$ cat config.mk
export PLATFORM = sky130hd
export DESIGN_NAME = sdram_rw_tester_flat
export DESIGN_NICKNAME = d
export VERILOG_FILES = /design/src/rtl/sdram_rw_tester_if.sv /design/src/rtl/sdram_rw_tester.sv /design/src/flat_wrapper.sv
export SDC_FILE = /design/constraint.sdc
export NUM_CORES = 1
export LEC_CHECK = 0
export CAP_MARGIN = 20
export CORE_MARGIN = 5
export CORE_UTILIZATION = 35
export DETAILED_ROUTE_END_ITERATION = 12
export SLEW_MARGIN = 20
export SYNTH_ARGS = -nofsm -noshare
export SYNTH_HDL_FRONTEND = slang
export SYNTH_SLANG_ARGS = --single-unit
$ cat constraint.sdc
create_clock -name CLK -period 5.3 [get_ports CLK]
set_input_delay 1.325 -clock CLK [delete_from_list [all_inputs] [get_ports CLK]]
set_output_delay 1.325 -clock CLK [all_outputs]
set_load 0.01 [all_outputs]
$ cat src/rtl/sdram_rw_tester_if.sv
// Word-access handshake between a user-side requester and the SDRAM controller.
interface sdram_rw_tester_if;
   logic        WrEN_Sig;
   logic        RdEN_Sig;
   logic        Done_Sig;
   logic        Busy_Sig;
   logic [21:0] BRC_Addr;
   logic [15:0] WrData;
   logic [15:0] RdData;

   // requester side (this tester)
   modport master (
      output WrEN_Sig, RdEN_Sig, BRC_Addr, WrData,
      input  Done_Sig, Busy_Sig, RdData
   );

   // controller side
   modport slave (
      input  WrEN_Sig, RdEN_Sig, BRC_Addr, WrData,
      output Done_Sig, Busy_Sig, RdData
   );
endinterface

$ cat src/rtl/sdram_rw_tester.sv
// SDRAM read/write tester: writes addr^SEED over [ADDR_FIRST..ADDR_LAST],
// reads the window back, counts mismatches and reports pass/fail/timeout.
module sdram_rw_tester #(
   parameter logic [21:0] ADDR_FIRST = 22'd0,
   parameter logic [21:0] ADDR_LAST  = 22'd255,
   parameter logic [15:0] SEED       = 16'hA5A5,
   parameter int          TIMEOUT    = 1023
) (
   input  logic              CLK,
   input  logic              RSTn,
   input  logic              Start_Sig,
   output logic              Test_Done_Sig,
   output logic              Pass_Sig,
   output logic              Timeout_Sig,
   output logic [15:0]       Err_Cnt,
   output logic [21:0]       Fail_Addr,
   sdram_rw_tester_if.master mem
);
   localparam logic [9:0] TMO = 10'(TIMEOUT);

   typedef enum logic [2:0] {IDLE, WR, WR_GAP, RD, RD_GAP, FINISH} state_t;

   state_t      state, state_n;
   logic [21:0] addr, addr_n;
   logic [15:0] wdat, wdat_n;
   logic        wr_en, wr_en_n;
   logic        rd_en, rd_en_n;
   logic [15:0] err, err_n;
   logic [21:0] fail, fail_n;
   logic        first_fail, first_fail_n;
   logic [9:0]  tcnt, tcnt_n;
   logic        tmo, tmo_n;
   logic        pass, pass_n;
   logic        tdone, tdone_n;

   assign mem.WrEN_Sig  = wr_en;
   assign mem.RdEN_Sig  = rd_en;
   assign mem.BRC_Addr  = addr;
   assign mem.WrData    = wdat;
   assign Test_Done_Sig = tdone;
   assign Pass_Sig      = pass;
   assign Timeout_Sig   = tmo;
   assign Err_Cnt       = err;
   assign Fail_Addr     = fail;

   // State and every output register; reset clears them all at once.
   always_ff @(posedge CLK or negedge RSTn) begin
      if (!RSTn) begin
         state      <= IDLE;
         addr       <= '0;
         wdat       <= '0;
         wr_en      <= 1'b0;
         rd_en      <= 1'b0;
         err        <= '0;
         fail       <= '0;
         first_fail <= 1'b0;
         tcnt       <= '0;
         tmo        <= 1'b0;
         pass       <= 1'b0;
         tdone      <= 1'b0;
      end else begin
         state      <= state_n;
         addr       <= addr_n;
         wdat       <= wdat_n;
         wr_en      <= wr_en_n;
         rd_en      <= rd_en_n;
         err        <= err_n;
         fail       <= fail_n;
         first_fail <= first_fail_n;
         tcnt       <= tcnt_n;
         tmo        <= tmo_n;
         pass       <= pass_n;
         tdone      <= tdone_n;
      end
   end

   // Next state and next register values; everything holds unless changed.
   always_comb begin
      state_n      = state;
      addr_n       = addr;
      wdat_n       = wdat;
      wr_en_n      = wr_en;
      rd_en_n      = rd_en;
      err_n        = err;
      fail_n       = fail;
      first_fail_n = first_fail;
      tcnt_n       = tcnt;
      tmo_n        = tmo;
      pass_n       = pass;
      tdone_n      = 1'b0;
      case (state)
         IDLE: begin
            if (Start_Sig) begin
               addr_n       = ADDR_FIRST;
               wdat_n       = ADDR_FIRST[15:0] ^ SEED;
               err_n        = '0;
               fail_n       = '0;
               first_fail_n = 1'b0;
               tcnt_n       = '0;
               tmo_n        = 1'b0;
               pass_n       = 1'b0;
               state_n      = WR;
            end
         end
         WR: begin
            tcnt_n = tcnt + 10'd1;
            // Done only counts once our own request is on the bus.
            if (wr_en && mem.Done_Sig) begin
               wr_en_n = 1'b0;
               state_n = WR_GAP;
            end else if (tcnt == TMO) begin
               wr_en_n = 1'b0;
               tmo_n   = 1'b1;
               state_n = FINISH;
            end else if (!wr_en && !mem.Busy_Sig) begin
               wr_en_n = 1'b1;
            end
         end
         WR_GAP: begin
            tcnt_n = '0;
            if (addr == ADDR_LAST) begin
               addr_n  = ADDR_FIRST;
               state_n = RD;
            end else begin
               addr_n  = addr + 22'd1;
               state_n = WR;
            end
            wdat_n = addr_n[15:0] ^ SEED;
         end
         RD: begin
            tcnt_n = tcnt + 10'd1;
            if (rd_en && mem.Done_Sig) begin
               rd_en_n = 1'b0;
               state_n = RD_GAP;
               if (mem.RdData != (addr[15:0] ^ SEED)) begin
                  if (err != 16'hFFFF) err_n = err + 16'd1;
                  if (!first_fail) begin
                     first_fail_n = 1'b1;
                     fail_n       = addr;
                  end
               end
            end else if (tcnt == TMO) begin
               rd_en_n = 1'b0;
               tmo_n   = 1'b1;
               state_n = FINISH;
            end else if (!rd_en && !mem.Busy_Sig) begin
               rd_en_n = 1'b1;
            end
         end
         RD_GAP: begin
            tcnt_n = '0;
            if (addr == ADDR_LAST) begin
               state_n = FINISH;
            end else begin
               addr_n  = addr + 22'd1;
               wdat_n  = addr_n[15:0] ^ SEED;
               state_n = RD;
            end
         end
         FINISH:  state_n = IDLE;
         default: state_n = IDLE;
      endcase
      // Result is registered on entry to FINISH so it is valid with the done pulse.
      if (state_n == FINISH) begin
         tdone_n = 1'b1;
         pass_n  = (err_n == 16'd0) && !tmo_n;
      end
   end
endmodule
$ cat src/flat_wrapper.sv
// flat-port wrapper written by rule: the top's interface ports become plain ports
module sdram_rw_tester_flat 
#(
   parameter logic [21:0] ADDR_FIRST = 22'd0,
   parameter logic [21:0] ADDR_LAST  = 22'd255,
   parameter logic [15:0] SEED       = 16'hA5A5,
   parameter int          TIMEOUT    = 1023
)
  (CLK, RSTn, Start_Sig, Test_Done_Sig, Pass_Sig, Timeout_Sig, Err_Cnt, Fail_Addr, mem_WrEN_Sig, mem_RdEN_Sig, mem_BRC_Addr, mem_WrData, mem_Done_Sig, mem_Busy_Sig, mem_RdData);
  sdram_rw_tester_if mem_i ();
  input  logic CLK;
  input  logic RSTn;
  input  logic Start_Sig;
  output logic Test_Done_Sig;
  output logic Pass_Sig;
  output logic Timeout_Sig;
  output logic [15:0] Err_Cnt;
  output logic [21:0] Fail_Addr;
  output wire logic [$bits(mem_i.WrEN_Sig)-1:0] mem_WrEN_Sig;
  output wire logic [$bits(mem_i.RdEN_Sig)-1:0] mem_RdEN_Sig;
  output wire logic [$bits(mem_i.BRC_Addr)-1:0] mem_BRC_Addr;
  output wire logic [$bits(mem_i.WrData)-1:0] mem_WrData;
  input wire logic [$bits(mem_i.Done_Sig)-1:0] mem_Done_Sig;
  input wire logic [$bits(mem_i.Busy_Sig)-1:0] mem_Busy_Sig;
  input wire logic [$bits(mem_i.RdData)-1:0] mem_RdData;
  assign mem_WrEN_Sig = mem_i.WrEN_Sig;
  assign mem_RdEN_Sig = mem_i.RdEN_Sig;
  assign mem_BRC_Addr = mem_i.BRC_Addr;
  assign mem_WrData = mem_i.WrData;
  assign mem_i.Done_Sig = mem_Done_Sig;
  assign mem_i.Busy_Sig = mem_Busy_Sig;
  assign mem_i.RdData = mem_RdData;
  sdram_rw_tester #(.ADDR_FIRST(ADDR_FIRST), .ADDR_LAST(ADDR_LAST), .SEED(SEED), .TIMEOUT(TIMEOUT)) u_core (.CLK(CLK), .RSTn(RSTn), .Start_Sig(Start_Sig), .Test_Done_Sig(Test_Done_Sig), .Pass_Sig(Pass_Sig), .Timeout_Sig(Timeout_Sig), .Err_Cnt(Err_Cnt), .Fail_Addr(Fail_Addr), .mem(mem_i));
endmodule
==> impl_table.tex <==
\begin{tabular}{lr}
\hline
Metric & Value \\
\hline
\multicolumn{2}{l}{\textbf{Outcome}} \\
\quad Status & finished, final reports clean \\
\multicolumn{2}{l}{\textbf{GRT}} \\
\quad Global-route wire length before repair & 21.14 mm \\
\quad Gr usage total & 16.64\% \\
\quad Antenna violations before repair & 0 \\
\quad Maximum number of pins on one net before global-route repair & 46 \\
\quad Number of global-route vias before repair & 3,905 \\
\quad GRT overflow & 0 \\
\multicolumn{2}{l}{\textbf{Power and ir drop}} \\
\quad Peak supply drop & 177.4 uV \\
\quad Combinational share of power & 27.3\% \\
\quad Power per unit of standard cell area & 323.0 nW/um2 \\
\quad Switching share of power & 34.55\% \\
\quad Sequential group share of total power & 42.6\% \\
\quad Internal power component & 1.260 mW \\
\quad Power dissipated by switching net loads & 0.6650 mW \\
\quad Part of the power in the clock network & 30.1\% \\
\quad Leakage & 2.429 nW \\
\multicolumn{2}{l}{\textbf{STA}} \\
\quad Final Hold Fails & 0 \\
\quad Worst-Margin Slew & 822.8 ps \\
\quad Clock period minus worst slack & 3986 ps \\
\quad Post-Route Skew & 6.577 ps \\
\quad Max Transition Viols Final & 0 \\
\quad WHS & 485.5 ps \\
\quad RSZ-0062 raised after global routing & false \\
\quad Peak Freq & 250.9 MHz \\
\quad \# setup viols final & 0 \\
\quad Sum of negative setup slack & 0 ps \\
\quad Part of the cycle the worst path needs & 75.20\% \\
\quad Max transition margin & 45.01\% \\
\multicolumn{2}{l}{\textbf{Yosys}} \\
\quad Post-synthesis area per instance & 9.639 um2 \\
\quad Top cell types by occurrence after synthesis & sky130\_fd\_sc\_hd\_\_dfrtp\_1, sky130\_fd\_sc\_hd\_\_nand2\_1, sky130\_fd\_sc\_hd\_\_o21ai\_0 \\
\quad Net count after synthesis & 507 \\
\quad Cell area after synthesis & 4656 um2 \\
\quad Async SR Flop Fraction & 100.0\% \\
\quad Share of Yosys cell area claimed by the top area cell type & 46.76\% \\
\quad Cell accounting for the most synthesized area & sky130\_fd\_sc\_hd\_\_dfrtp\_1 \\
\quad Dominant cell by count in the synthesized netlist & sky130\_fd\_sc\_hd\_\_dfrtp\_1 \\
\quad Number of distinct library cells after synthesis & 64 \\
\quad Number of synthesized flops with an enable pin & 0 \\
\quad Number of synthesis warnings & 0 \\
\quad Gate Count Post-Synth & 483 \\
\quad Register bit total from synthesis & 87 \\
\quad Ys flop type & sky130\_fd\_sc\_hd\_\_dfrtp\_1 \\
\quad Proportion of synthesized chip area in sequential cells & 46.76\% \\
\quad Top area cells in the synthesized netlist & sky130\_fd\_sc\_hd\_\_dfrtp\_1, sky130\_fd\_sc\_hd\_\_nand2\_1, sky130\_fd\_sc\_hd\_\_a22o\_1 \\
\multicolumn{2}{l}{\textbf{Drt}} \\
\quad Remaining number of nets flagged by the antenna check after routing & 0 \\
\quad Routed wire length & 13.02 mm \\
\quad DRC violations left & 0 \\
\quad DR vias/cell & 5.415 \\
\quad Number of DRC markers after the initial detailed-route iteration & 338 \\
\quad Count of vias placed by the detailed router & 4,018 \\
\quad Detailed-route wire length per cell & 17.54 um \\
\quad Total iterations of the first detailed-routing run & 4 \\
\multicolumn{2}{l}{\textbf{Critical path}} \\
\quad Highest-delay cell along the critical path & sky130\_fd\_sc\_hd\_\_nand4\_1 \\
\quad Peak per-stage delay on the critical path & 520 ps \\
\quad Count of buffering cells on the critical path with inverters included & 1 \\
\quad Critical path data required time & 5570 ps \\
\quad Crit path arrival time & 4250 ps \\
\quad Kind of end point of the critical path & flop \\
\quad Startpoint-to-endpoint class of the critical path & input port to flop \\
\quad Type of origin of the critical path & input port \\
\quad Category of cells accounting for the largest share of critical-path delay & simple AND/OR/NAND/NOR gates \\
\quad CP Cell Sequence & clkdlybuf4s50\_1, xor2\_1, nor4\_1, nand4\_1, and2\_1, a31oi\_4, nor3\_2, or4\_1, o21ai\_1 \\
\quad Maximum fanout count along the critical path & 11 \\
\multicolumn{2}{l}{\textbf{Final layout}} \\
\quad Syn-to-layout area delta & 28.00\% \\
\quad Antenna cells & 0 \\
\quad Post-route core utilization & 45.36\% \\
\quad Layout cells sized above 1 & 5.830\% \\
\quad Fin nets & 586 \\
\multicolumn{2}{l}{\textbf{Run}} \\
\quad Max-cap violations & 0 \\
\multicolumn{2}{l}{\textbf{Clocking}} \\
\quad CTS H-tree depth & 3 \\
\quad CTS clk-pin slew, worst paths & 60 ps \\
\quad Clk\_lat worst skew & 350 ps \\
\quad Number of cells upsized or downsized after cts & 0 \\
\quad Max Buffers Root-to-Sink & 2 \\
\quad TritonCTS clock tree & yes \\
\quad Num Clock Sinks & 87 \\
\quad Number of buffers inserted during clock tree synthesis & 9 \\
\quad Post-CTS Setup Repair Bufs & 0 \\
\quad Hold-fix buffers at CTS & 0 \\
\quad Clk Tree Root Cell & sky130\_fd\_sc\_hd\_\_clkbuf\_16 \\
\multicolumn{2}{l}{\textbf{Die}} \\
\quad Effective utilization at floorplan & 35.44\% \\
\quad Die Width & 125.3 um \\
\quad Chip Height & 125.3 um \\
\quad Die area & 15,710 um2 \\
\quad Io pins & 102 \\
\quad Area inside the core boundary & 13,140 um2 \\
\quad Standard-cell rows & 42 \\
\multicolumn{2}{l}{\textbf{Place}} \\
\quad Number of buffers added on ports & 101 \\
\quad Total half-perimeter wirelength after legalization and detailed placement & 9.154 mm \\
\quad GP Congestion & 0.8629 \\
\multicolumn{2}{l}{\textbf{Min path}} \\
\quad Hold WC Path Type & flop to flop \\
\hline
\end{tabular}
-- worst paths after layout --
check	slack (ps)	to	depth (start not counted)	from
min in group asynchronous	980	u_core.tcnt[0]	1	RSTn
max in group asynchronous	3340	u_core.Fail_Addr[6]	2	RSTn
worst min register to register	490	u_core.mem.WrData[5]	2	u_core.mem.WrData[5]
worst max-delay path	1310	u_core.Pass_Sig	9	mem_RdData[6]
worst max register to register	1920	u_core.mem.BRC_Addr[19]	9	u_core.mem.BRC_Addr[0]
worst min-delay path	490	u_core.mem.WrData[5]	2	u_core.mem.WrData[5]
-- area by class of cell --
type                            instances  area [um2]
Clock inverter                          1       5.005
Tap cell                              176       220.2
Fill cell                            1274        7178
Sequential cell                        87        2177
Timing Repair Buffer                  107        1054
Inverter                                6       22.52
Clock buffer                           14       254.0
Multi-Input combinational cell        351        2227
-- kinds of logic (layout without fill, tap and decap cells) --
logic type	after synthesis	in the layout	synth area share [%]
simple gates	189	189	21.50
compound gates	121	121	18.25
flops	87	87	46.76
buf+inv	45	128	5.402
xor+xnor	34	34	6.396
mux	4	4	0.8869
fa+ha+maj	3	3	0.8063
-- metrics by stage --
step           std cells  setup slack, ps  total power, mW  instance area (um2)
2_1_floorplan        483             2287            1.138                 4656
3_3_place_gp         727             1033            1.341                 5700
3_5_place_dp         727            902.9            1.350                 5700
4_1_cts              742             1275            1.935                 5959
5_1_grt              742             1218            2.032                 5959
6_report             742             1314            1.925                 5959
-- worst min-delay path: cells and delay by family (launching register included) --
kind | cells | cell delay (ps)
flip-flops | 1 | 350
AND/OR/NAND/NOR | 2 | 100
-- cell usage in the layout, fill, tap and decap left out, drive strengths merged, types with 16 or more instances in the layout --
master / instances
clkdlybuf4s50: 100
dfrtp: 87
nand2: 61
o21ai: 42
nor2: 30
a22o: 22
nand3: 22
xor2: 18
xnor2: 16
-- per-layer routing --
layer	part of all wire (%)	track usage, %
met4	1.7	5.867
met5	0	0
met2	46	25.69
met3	5.3	3.966
met1	47	22.96
-- registers in the layout, summed over array words and instances (netlist names) --
register and flops:
u_core.tcnt 10, u_core.mem.WrData 16, u_core.Err_Cnt 16, u_core.Fail_Addr 22, u_core.mem.BRC_Addr 14, u_core.Timeout_Sig 1, u_core.Test_Done_Sig 1, u_core.mem.WrEN_Sig 1
u_core.state 3, u_core.first_fail 1, u_core.mem.RdEN_Sig 1, u_core.Pass_Sig 1
-- power by group through the flow --
| stage | clock, mW | combinational, mW | sequential [mW] |
|---|---|---|---|
| 4_1_cts | 0.593 | 0.524 | 0.818 |
| 3_5_place_dp | 0 | 0.521 | 0.829 |
| 6_report | 0.580 | 0.525 | 0.820 |
| 3_3_place_gp | 0 | 0.514 | 0.826 |
| 2_1_floorplan | 0 | 0.337 | 0.801 |
| 5_1_grt | 0.623 | 0.578 | 0.831 |
Power figures use the tool's default switching activity.
